==> src/rtl/led_pkg.sv <==
// Shared timing, colour and state definitions for the WS2812 strip driver.
package led_pkg;

   localparam int NBITS  = 120;
   localparam int TBIT   = 63;
   localparam int T0H    = 20;
   localparam int T1H    = 40;
   localparam int TLATCH = 2600;

   // 24-bit colours in wire order: G, R, B
   localparam logic [23:0] OFF    = 24'h00_00_00;
   localparam logic [23:0] RED    = 24'h00_FF_00;
   localparam logic [23:0] ORANGE = 24'h80_FF_00;
   localparam logic [23:0] GREEN  = 24'hFF_00_00;
   localparam logic [23:0] CYAN   = 24'hFF_00_FF;
   localparam logic [23:0] BLUE   = 24'h00_00_FF;
   localparam logic [23:0] VIOLET = 24'h00_80_FF;

   typedef enum logic [1:0] {
      IDLE  = 2'd0,
      HIGH  = 2'd1,
      LOW   = 2'd2,
      LATCH = 2'd3
   } led_state_t;

endpackage

==> src/rtl/led_bit_cell.sv <==
// Per-bit waveform timer: high phase of T0H/T1H cycles, then low phase to fill TBIT.
module led_bit_cell #(
   parameter int TBIT = led_pkg::TBIT,
   parameter int T0H  = led_pkg::T0H,
   parameter int T1H  = led_pkg::T1H,
   parameter int CW   = 12
) (
   input  logic clk,
   input  logic reset,
   input  logic start,
   input  logic bit_val,
   output logic high_done,
   output logic bit_end
);

   logic          active;
   logic          phase_hi;
   logic          bit_q;
   logic [CW-1:0] cnt;

   always_ff @(posedge clk) begin
      if (reset) begin
         active   <= 1'b0;
         phase_hi <= 1'b0;
         bit_q    <= 1'b0;
         cnt      <= '0;
      end else if (start) begin
         active   <= 1'b1;
         phase_hi <= 1'b1;
         bit_q    <= bit_val;
         cnt      <= bit_val ? CW'(T1H - 1) : CW'(T0H - 1);
      end else if (active) begin
         if (cnt == '0) begin
            if (phase_hi) begin
               phase_hi <= 1'b0;
               cnt      <= bit_q ? CW'(TBIT - T1H - 1) : CW'(TBIT - T0H - 1);
            end else begin
               active <= 1'b0;
            end
         end else begin
            cnt <= cnt - CW'(1);
         end
      end
   end

   // Terminal-count strobes mark the last cycle of each phase
   assign high_done = active &&  phase_hi && (cnt == '0);
   assign bit_end   = active && !phase_hi && (cnt == '0);

endmodule

==> src/rtl/led_strip_driver.sv <==
// WS2812 frame serializer with a one-entry pending frame buffer (latest load wins).
//   state | meaning
//   IDLE  | line low, waiting for load
//   HIGH  | high part of current bit (T1H or T0H cycles)
//   LOW   | low remainder of current bit, TBIT total
//   LATCH | TLATCH low cycles, frame_done on the last one
module led_strip_driver
   import led_pkg::led_state_t, led_pkg::IDLE, led_pkg::HIGH, led_pkg::LOW, led_pkg::LATCH;
#(
   parameter int NBITS  = led_pkg::NBITS,
   parameter int TBIT   = led_pkg::TBIT,
   parameter int T0H    = led_pkg::T0H,
   parameter int T1H    = led_pkg::T1H,
   parameter int TLATCH = led_pkg::TLATCH
) (
   input  logic             clk,
   input  logic             reset,
   input  logic [NBITS-1:0] grb_seq,
   input  logic             load,
   output logic             dout,
   output logic             busy,
   output logic             frame_done
);

   localparam int CW = $clog2(TLATCH + 1);
   localparam int BW = $clog2(NBITS + 1);

   led_state_t       state;
   logic [NBITS-1:0] shift_q;
   logic [NBITS-1:0] pend_q;
   logic             pend_v;
   logic [BW-1:0]    bit_cnt;
   logic [CW-1:0]    latch_cnt;
   logic             start;
   logic             next_bit;
   logic             high_done;
   logic             bit_end;
   logic             latch_final;
   logic             more_bits;

   assign latch_final = (state == LATCH) && (latch_cnt == '0);
   assign more_bits   = (bit_cnt != BW'(NBITS - 1));

   // Tell the bit cell which bit begins on the edge that enters HIGH
   always_comb begin
      start    = 1'b0;
      next_bit = 1'b0;
      case (state)
         IDLE: begin
            start    = load;
            next_bit = grb_seq[NBITS-1];
         end
         LOW: begin
            start    = bit_end && more_bits;
            next_bit = shift_q[NBITS-2];
         end
         LATCH: begin
            start    = latch_final && (load || pend_v);
            next_bit = load ? grb_seq[NBITS-1] : pend_q[NBITS-1];
         end
         default: begin
            start    = 1'b0;
            next_bit = 1'b0;
         end
      endcase
   end

   led_bit_cell #(
      .TBIT (TBIT),
      .T0H  (T0H),
      .T1H  (T1H),
      .CW   (CW)
   ) u_bit_cell (
      .clk       (clk),
      .reset     (reset),
      .start     (start),
      .bit_val   (next_bit),
      .high_done (high_done),
      .bit_end   (bit_end)
   );

   always_ff @(posedge clk) begin
      if (reset) begin
         state      <= IDLE;
         dout       <= 1'b0;
         busy       <= 1'b0;
         frame_done <= 1'b0;
         pend_v     <= 1'b0;
         bit_cnt    <= '0;
         latch_cnt  <= '0;
      end else begin
         frame_done <= 1'b0;
         // A load on the final latch cycle is consumed directly below
         if (load && (state != IDLE) && !latch_final) begin
            pend_q <= grb_seq;
            pend_v <= 1'b1;
         end
         case (state)
            IDLE: begin
               if (load) begin
                  shift_q <= grb_seq;
                  bit_cnt <= '0;
                  state   <= HIGH;
                  dout    <= 1'b1;
                  busy    <= 1'b1;
               end
            end
            HIGH: begin
               if (high_done) begin
                  state <= LOW;
                  dout  <= 1'b0;
               end
            end
            LOW: begin
               if (bit_end) begin
                  shift_q <= shift_q << 1;
                  bit_cnt <= bit_cnt + BW'(1);
                  if (more_bits) begin
                     state <= HIGH;
                     dout  <= 1'b1;
                  end else begin
                     state      <= LATCH;
                     latch_cnt  <= CW'(TLATCH - 1);
                     frame_done <= (TLATCH == 1);
                  end
               end
            end
            LATCH: begin
               if (latch_cnt != '0) begin
                  latch_cnt  <= latch_cnt - CW'(1);
                  frame_done <= (latch_cnt == CW'(1));
               end else if (load || pend_v) begin
                  shift_q <= load ? grb_seq : pend_q;
                  pend_v  <= 1'b0;
                  bit_cnt <= '0;
                  state   <= HIGH;
                  dout    <= 1'b1;
               end else begin
                  state <= IDLE;
                  busy  <= 1'b0;
               end
            end
            default: state <= IDLE;
         endcase
      end
   end

endmodule
==> config.mk <==
export PLATFORM = sky130hd
export DESIGN_NAME = led_strip_driver
export DESIGN_NICKNAME = d
export VERILOG_FILES = /design/src/rtl/led_pkg.sv /design/src/rtl/led_bit_cell.sv /design/src/rtl/led_strip_driver.sv
export SDC_FILE = /design/constraint.sdc
export NUM_CORES = 1
export LEC_CHECK = 0
export CAP_MARGIN = 0
export CORE_MARGIN = 8
export CORE_UTILIZATION = 30
export CTS_CLUSTER_SIZE = 40
export DETAILED_ROUTE_END_ITERATION = 7
export PLACE_DENSITY = 0.5
export SYNTH_ARGS = -nofsm -noshare
export SYNTH_HDL_FRONTEND = slang
export SYNTH_SLANG_ARGS = --single-unit
==> constraint.sdc <==
create_clock -name clk -period 17.8 [get_ports clk]
set_clock_uncertainty 0.15 [all_clocks]
set_input_delay 1.78 -clock clk [delete_from_list [all_inputs] [get_ports clk]]
set_output_delay 1.78 -clock clk [all_outputs]
set_load 0.03 [all_outputs]
After elaboration in Yosys (flattened, before gate mapping). Index checks and enable logic that the tools add are counted. Widths: inputs -> output; s select.

Memories kept: 0. Output and inout port bits: 3. Bits in read-only memories: 0. Input bits: 123. Logic and storage cells: 118. Memory bits (writable): 0. Bits in latches: 0. Register bits: 279.

Shift-type cells: 0. $add $sub $neg: 3. Bitwise logic cells: 3. Multiplexer cells: 52. Equal/unequal tests: 15. $lt $le $gt $ge: 0. $mul: 0. Reductions and logical operators: 32. Div/mod/pow operators: 0.

Operator list (count): $mux 119 (5); $pmux 119 s3 (1); $mux 12 (7); $mux 7 (4); $logic_not 12->1 (2); $pmux 12 s2 (1); $sub 12x1->12 const B (2); $mux 1 (21); $pmux 7 s3 (1); $ne 2x2->1 const B (7); $eq 12x1->1 const B (1); $mux 6 (2); $reduce_and 4->1 (3); $reduce_and 6->1 (2); $reduce_bool 12->1 (1); $mux 2 (5); $reduce_bool 2->1 (5); $logic_and 1x1->1 (9); $pmux 2 s4 (1); $add 7x1->7 const B (1); $ne 7x7->1 const B (1); $pmux 1 s3 (2); $reduce_and 2->1 (3); $reduce_and 5->1 (1); 12 further kinds (17).

Longest topological paths before layout. Gate-level depths: netlist of the first run.

Word-level depth: 8. Gate-level depth with buffers: 8. Gate-level depth less buffers: 7.

Hierarchy. Synthesis of the first run repeated with hierarchy kept, for this count alone.

Cell total of the unflattened synthesis: 1185. Area total of the unflattened synthesis: 12360.6 um^2.

By module, submodules not included: led_strip_driver (seq. area each 7677.4 um^2, cells an instance 1073, area an instance 11439.7 um^2, times used 1); led_bit_cell (seq. area each 300.3 um^2, cells an instance 112, area an instance 920.9 um^2, times used 1).

Worst setup path before layout of the first run. Ideal clock, no wire load.

Path kind: input-to-reg. From: input load. To: register shift_q[0], enable pin. Slack: 6.213 ns. Cell stages on the path: 5. Data required time: 16.907 ns. Path buffers: 2. Setup time: 0.743 ns. Data arrival time: 10.694 ns. Cells stage by stage: clkbuf_1 > o21a_1 > nor2_1 > clkbuf_1 > nor3_1.

Word-level cells in the longest chain between the ends: 3. Elaborated cells on any way between the ends: 4. Those cells by class: 2 x eq/ne; 2 x reduce/logical.

RTL lines: from (decl) (RTL line led_strip_driver.sv:19) `input logic load,`; $logic_or 1x1->1 (RTL line led_strip_driver.sv:132) `end else if (load || pend_v) begin`; $ne 2x1->1 (no source line); $reduce_and 6->1 (no source line) (*); to (signal assigned) (RTL line led_strip_driver.sv:101) `shift_q <= grb_seq;`; to (signal assigned) (RTL line led_strip_driver.sv:116) `shift_q <= shift_q << 1;`; to (signal assigned) (RTL line led_strip_driver.sv:133) `shift_q <= load ? grb_seq : pend_q;`; to (decl) (RTL line led_strip_driver.sv:29) `logic [NBITS-1:0] shift_q;`.

Every way passes the cells marked *; elsewhere a longest branch is shown, timed or not. A chain may end at the register's enable or synchronous reset.

Worst setup path after layout of the first run.
From: input load. To: register shift_q[71], enable pin.

Same word-level chain as after synthesis.

==> out/metrics.yaml, run 1 <==
core_sq_um: 38800
critPathMaxFanout: 66
required_ns: 17.86
grt_max_degree: 84
clk_pin_slew_ns: 0.06
synthToLayoutAreaGrowth_pct: 22.8
drive_gt1_share_pct: 6.97
placementRows: 72
crit_chain: "clkdlybuf4s50_1 -> nor2_1 -> o21ai_0 -> a21oi_1 -> nor3_2 -> buf_4 -> buf_4"
drc_errors: 0
cts-resized-gates: 0
antenna_found_initial: 4
hold_end: "bit_cnt[6]"
synthCells: 946
dr.pass1.iters: 4
yosys_warnings: 0
track_usage_pct: 14.1
cts_tree: "yes"
path_common_cell: "buf_4"
hpwl_microns: 20100
die_w_microns: 215
yosys.cell_types.count: 53
ios: 126
path_depth: 7
r2r-end: "shift_q[71]"
p_per_area_nw_per_um2: 106
start_util_pct: 30.5
fillCellCount: 3720
grt_use_met2_pct: 21.8
cpLargestDelayFamily: "buffers and inverters"
grt_use_met3_pct: 2.64
worstSetupEndpointType: "flop"
max_freq_mhz: 209
rrSetupSlack_ns: 13.59
cts_root_buf: "clkbuf_16"
numCtsBuffers: 31
seq_area_frac_synth_pct: 67.4
outcome: "complete, no violations"
htreeDepth: 1
start_kind: "input pin"
cts_sinks: 279
grt_pass1_wl_microns: 52200
vias_per_cell: 5.49
leakage_nw: 4.56
die-area_sq_um: 46100
synthArstFlopShare_pct: 0
die_h_microns: 215
hold_viol: 0
postSynthAreaPerCell_sq_um: 12.5
busiest_layer: "met2"
min_path_cells: 2
dr_total_vias: 8670
period_share_pct: 26.9
post-route-util_pct: 37.5
critPathBufInv: 3
fin_crit_ns: 4.78
final_common_cell: "o22ai_1"
path_class: "in -> reg"
hold_buffers: 0
syn-num-nets: 1075
final_cell_mix: "o22ai_1 (241), edfxtp_1 (239), a21oi_1 (147)"
grt_pass1_vias: 8410
place_congestion: 0.762
drt_iter0_markers: 732
fin_setup_tns_ns: 0
clock_path_buffers: 3
use_met1_pct: 20.0
rsz0062_at_grt: "false"
globalRoute.totalOverflow: 0
slew_violations: 0
portBuffers: 125
ant_nets: 0
insertion_delay_ns: 0.58
nets: 1165
post_cts_buffers: 0
max_stage_delay_ns: 0.76
hold_start: "bit_cnt[6]"
power_mw: 1.55
cp.arrival_ns: 4.84
ys.flop_type: "edfxtp_1"
syn_area_sq_um: 11800
slowest_stage: "buf_4"
synth_edf_count: 239
ys_ff_latch: 279
slew_headroom_pct: 31.5
rr_worst_depth: 6
ir_worst_vdd_uv: 86.4
drv_cap: 0
setup_viol: 0
wl_per_cell_microns: 21.6
timing.rr.start: "u_bit_cell.active"
worst_pin_slew_ns: 1.03
min_path_type: "reg -> reg"
wl_microns: 34200
## worst max path at each step
stage / startpoint / end / slack [ns]
2_1_floorplan: load / shift_q[0] / 6.21
3_3_place_gp: load / shift_q[68] / 12.38
3_5_place_dp: load / shift_q[69] / 12.41
4_1_cts: load / shift_q[42] / 13.03
5_1_grt: load / shift_q[102] / 12.76
6_report: load / shift_q[71] / 13.02
## cells by family after synthesis
group,synth area share [%]
xor gates and xnor gates,0.518
DFF,67.4
and+or+nand+nor,5.69
buffers and inverters,2.94
muxes,0.676
adders and majority gates,0.634
AOI/OAI and AO/OA,22.2
## registers in the layout, indices dropped and copies added, names as in the netlist, 2 cells and up
signal,flops
state,2
pend_q,120
u_bit_cell.cnt,12
shift_q,119
latch_cnt,12
bit_cnt,7
## routing by layer
layer | wire, microns | vias up
li1 | - | 4059
met1 | 16200 | 4347
met2 | 15700 | 213
met3 | 1640 | 45
met4 | 630 | 6
met5 | 41 | -
## worst min-delay path: cells and delay by family, from the launching register on
family | cells | cell delay, ns
flops | 1 | 0.32
mux | 1 | 0.05
simple gates | 1 | 0.05
## Yosys cell counts (8+ instances only)
cell	instances	area, sq um
o22ai_1	241	1510
edfxtp_1	239	7180
a21oi_1	147	736
clkbuf_1	72	270
dfxtp_1	40	801
nand2_1	25	93.8
nand3_1	15	75.1
nor2_1	15	56.3
inv_1	13	48.8
a211oi_1	9	67.6
nand3b_1	9	67.6
mux2i_1	8	80.1
o21ai_0	8	40.0
## where the power goes
part / total [mW] / switching [mW] / internal [mW]
Combinational: 0.152 / 0.0862 / 0.0655
Clock: 0.620 / 0.266 / 0.354
Sequential: 0.774 / 0.0210 / 0.753
Total: 1.55 / 0.373 / 1.17
## layout make-up
cell class	count	area (sq um)	area share, %
well taps	518	648	4.46
inverters	13	51.3	0.353
flip-flops and latches	279	7990	54.9
clock inverters	18	156	1.08
multi-input cells	575	3550	24.4
clock buffers	40	820	5.63
diodes	1	2.50	0.0172
repair buffers	136	1330	9.17
## per-stage QoR
stage                     area (sq um)  std cells  setup WS [ns]  hold slack (ns)
final                            14500       1580          13.02            0.321
after global placement           13600       1521          12.38            0.310
after floorplan                  11800        946           6.21            0.293
after CTS                        14500       1579          13.03            0.328
after global routing             14500       1580          12.76            0.356
after detailed placement         13600       1521          12.41            0.319
Note: power is estimated with default switching activity, not from simulation.
==> run 2, diff against run 1 <==
--- a/config.mk
+++ b/config.mk
@@ -10,7 +10,7 @@
 export CORE_UTILIZATION = 30
 export CTS_CLUSTER_SIZE = 40
 export DETAILED_ROUTE_END_ITERATION = 7
-export PLACE_DENSITY = 0.5
+export PLACE_DENSITY = 0.51
 export SYNTH_ARGS = -nofsm -noshare
 export SYNTH_HDL_FRONTEND = slang
 export SYNTH_SLANG_ARGS = --single-unit
==> constraint.sdc (replaced) <==
create_clock -name clk -period 4.2 [get_ports clk]
set_clock_uncertainty 0.15 [all_clocks]
set_input_delay 0.42 -clock clk [delete_from_list [all_inputs] [get_ports clk]]
set_output_delay 0.42 -clock clk [all_outputs]
set_load 0.03 [all_outputs]
==> out/metrics.yaml, run 2 (synthesized netlist as in run 1, its figures left out) <==
grt_pass1_wl_microns: 52900  # +1.3%
fin_setup_tns_ns: 0  # unchanged
leakage_nw: 4.68  # +2.5%
wl_per_cell_microns: 21.3  # -1.6%
worst_pin_slew_ns: 0.958  # -0.0699 ns
drt_iter0_markers: 809  # +11%
insertion_delay_ns: 0.52  # -0.06 ns
hpwl_microns: 21100  # +4.8%
wl_microns: 33900  # -0.59%
drv_cap: 0  # unchanged
fillCellCount: 3673  # -1.3%
cp.arrival_ns: 3.17  # -1.67 ns
period_share_pct: 74.6
finalWorstSetupSlack_ns: 1.07  # -11.95 ns
globalRoute.totalOverflow: 0  # unchanged
clock_path_buffers: 3  # unchanged
grt_pass1_vias: 8694  # +3.4%
path_class: "reg -> reg"
portBuffers: 125  # unchanged
final_cell_mix: "o22ai_1 (241), edfxtp_1 (239), a21oi_1 (146)"
dr.pass1.iters: 5  # +1
hold_buffers: 0  # unchanged
power_mw: 6.64  # +330%
clk_pin_slew_ns: 0.05  # about the same
setup_viol: 0  # unchanged
drive_gt1_share_pct: 8.08  # +1.1 points
post_cts_buffers: 0  # unchanged
place_congestion: 0.779  # +2.2%
final_common_cell: "o22ai_1"
dr_total_vias: 8788  # +1.4%
antenna_found_initial: 5  # +1
dpl-instance-area_sq_um: 13800  # +1.6%
min_path_type: "reg -> reg"
cts_tree: "yes"
hold_viol: 0  # unchanged
synthToLayoutAreaGrowth_pct: 25.1
outcome: "complete, no violations"
worstSetupEndpointType: "flop"
top_regs: "pend_q: 120 flops, shift_q: 119 flops"
slew_violations: 0  # unchanged
critPathMaxFanout: 40  # -39%
cts_sinks: 279  # unchanged
fin_crit_ns: 3.13
ir_worst_vdd_uv: 238  # +180%
die_w_microns: 215  # unchanged
drc_errors: 0  # unchanged
track_usage_pct: 14.2  # +0.12 points
slew_headroom_pct: 36.1  # +4.7 points
nets: 1180  # +1.3%
cts_root_buf: "clkbuf_16"
largest_register_ffs: 120  # unchanged
regMostFlops: "pend_q"
start_kind: "flop"
core_sq_um: 38800  # unchanged
cts-resized-gates: 0  # unchanged
grt_max_degree: 119  # +42%
design_area_sq_um: 14800  # +1.8%
vias_per_cell: 5.51  # +0.34%
start_util_pct: 30.5  # unchanged
max_freq_mhz: 319
htreeDepth: 2  # +1
ios: 126  # unchanged
fin_hold_ws_ns: 0.324  # +0.00223 ns
p_per_area_nw_per_um2: 448  # +320%
required_ns: 4.24  # -13.62 ns
rsz0062_at_grt: "false"
placementRows: 72  # unchanged
place_ws_ns: 1.07  # -11.34 ns
ant_nets: 0  # unchanged
numCtsBuffers: 34  # +9.7%
die_h_microns: 215  # unchanged
die-area_sq_um: 46100  # unchanged
==> run 2: cell count changes in the layout (fill, tap and decap cells not counted), moves of 2 or more <==
cell,change
clkinv_2,-3
clkbuf_16,+3
buf_4,+3
clkbuf_1,+4
or4b_4,+2
bufinv_16,-2
buf_12,+9
==> run 2: final cells by class <==
cell class / instances / area (sq um) / share of cell area, %
Inverter: 13 / 51.3 / 0.346
Multi-Input combinational cell: 575 / 3560 / 24.1
Sequential cell: 279 / 7990 / 53.9
Clock inverter: 15 / 115 / 0.777
Clock buffer: 47 / 910 / 6.14
Antenna cell: 1 / 2.50 / 0.0169
Timing Repair Buffer: 148 / 1540 / 10.4
Tap cell: 518 / 648 / 4.38
==> run 2: worst max-delay path: stages (launching register included) <==
cell	delay, ns
dfxtp_1	0.61
or4b_4	0.54
nor4_4	0.38
a21oi_2	0.24
nor3_4	0.55
buf_12	0.30
==> run 2: power by group <==
group	switching, mW	leakage [nW]	internal (mW)
clock	1.15	0.491	1.54
combinational	0.371	1.64	0.302
sequential	0.0870	2.55	3.19
==> run 2: final timing paths <==
path | startpoint | endpoint | slack [ns] | cells after the start
min reg2reg | u_bit_cell.cnt[9] | u_bit_cell.cnt[9] | 0.32 | 2
max reg2reg | u_bit_cell.active | shift_q[89] | 1.07 | 5
max | u_bit_cell.active | shift_q[89] | 1.07 | 5
min | u_bit_cell.cnt[9] | u_bit_cell.cnt[9] | 0.32 | 2
==> run 2: per-layer routing <==
| metal | up-vias | part of all wire [%] | global-route usage (%) |
|---|---|---|---|
| met3 | 39 | 6.6 | 3.92 |
| met2 | 265 | 47 | 22.6 |
| met4 | 8 | 1.2 | 3.06 |
| li1 | 4097 | - | - |
| met5 | - | 0.17 | 0 |
| met1 | 4379 | 45 | 19.1 |
==> run 2: metrics by stage <==
step           utilization (%)  instances
6_report                  38.2       1596
5_1_grt                   38.1       1595
3_5_place_dp              35.5       1533
4_1_cts                   38.1       1595
2_1_floorplan                -        946
3_3_place_gp              35.5       1533
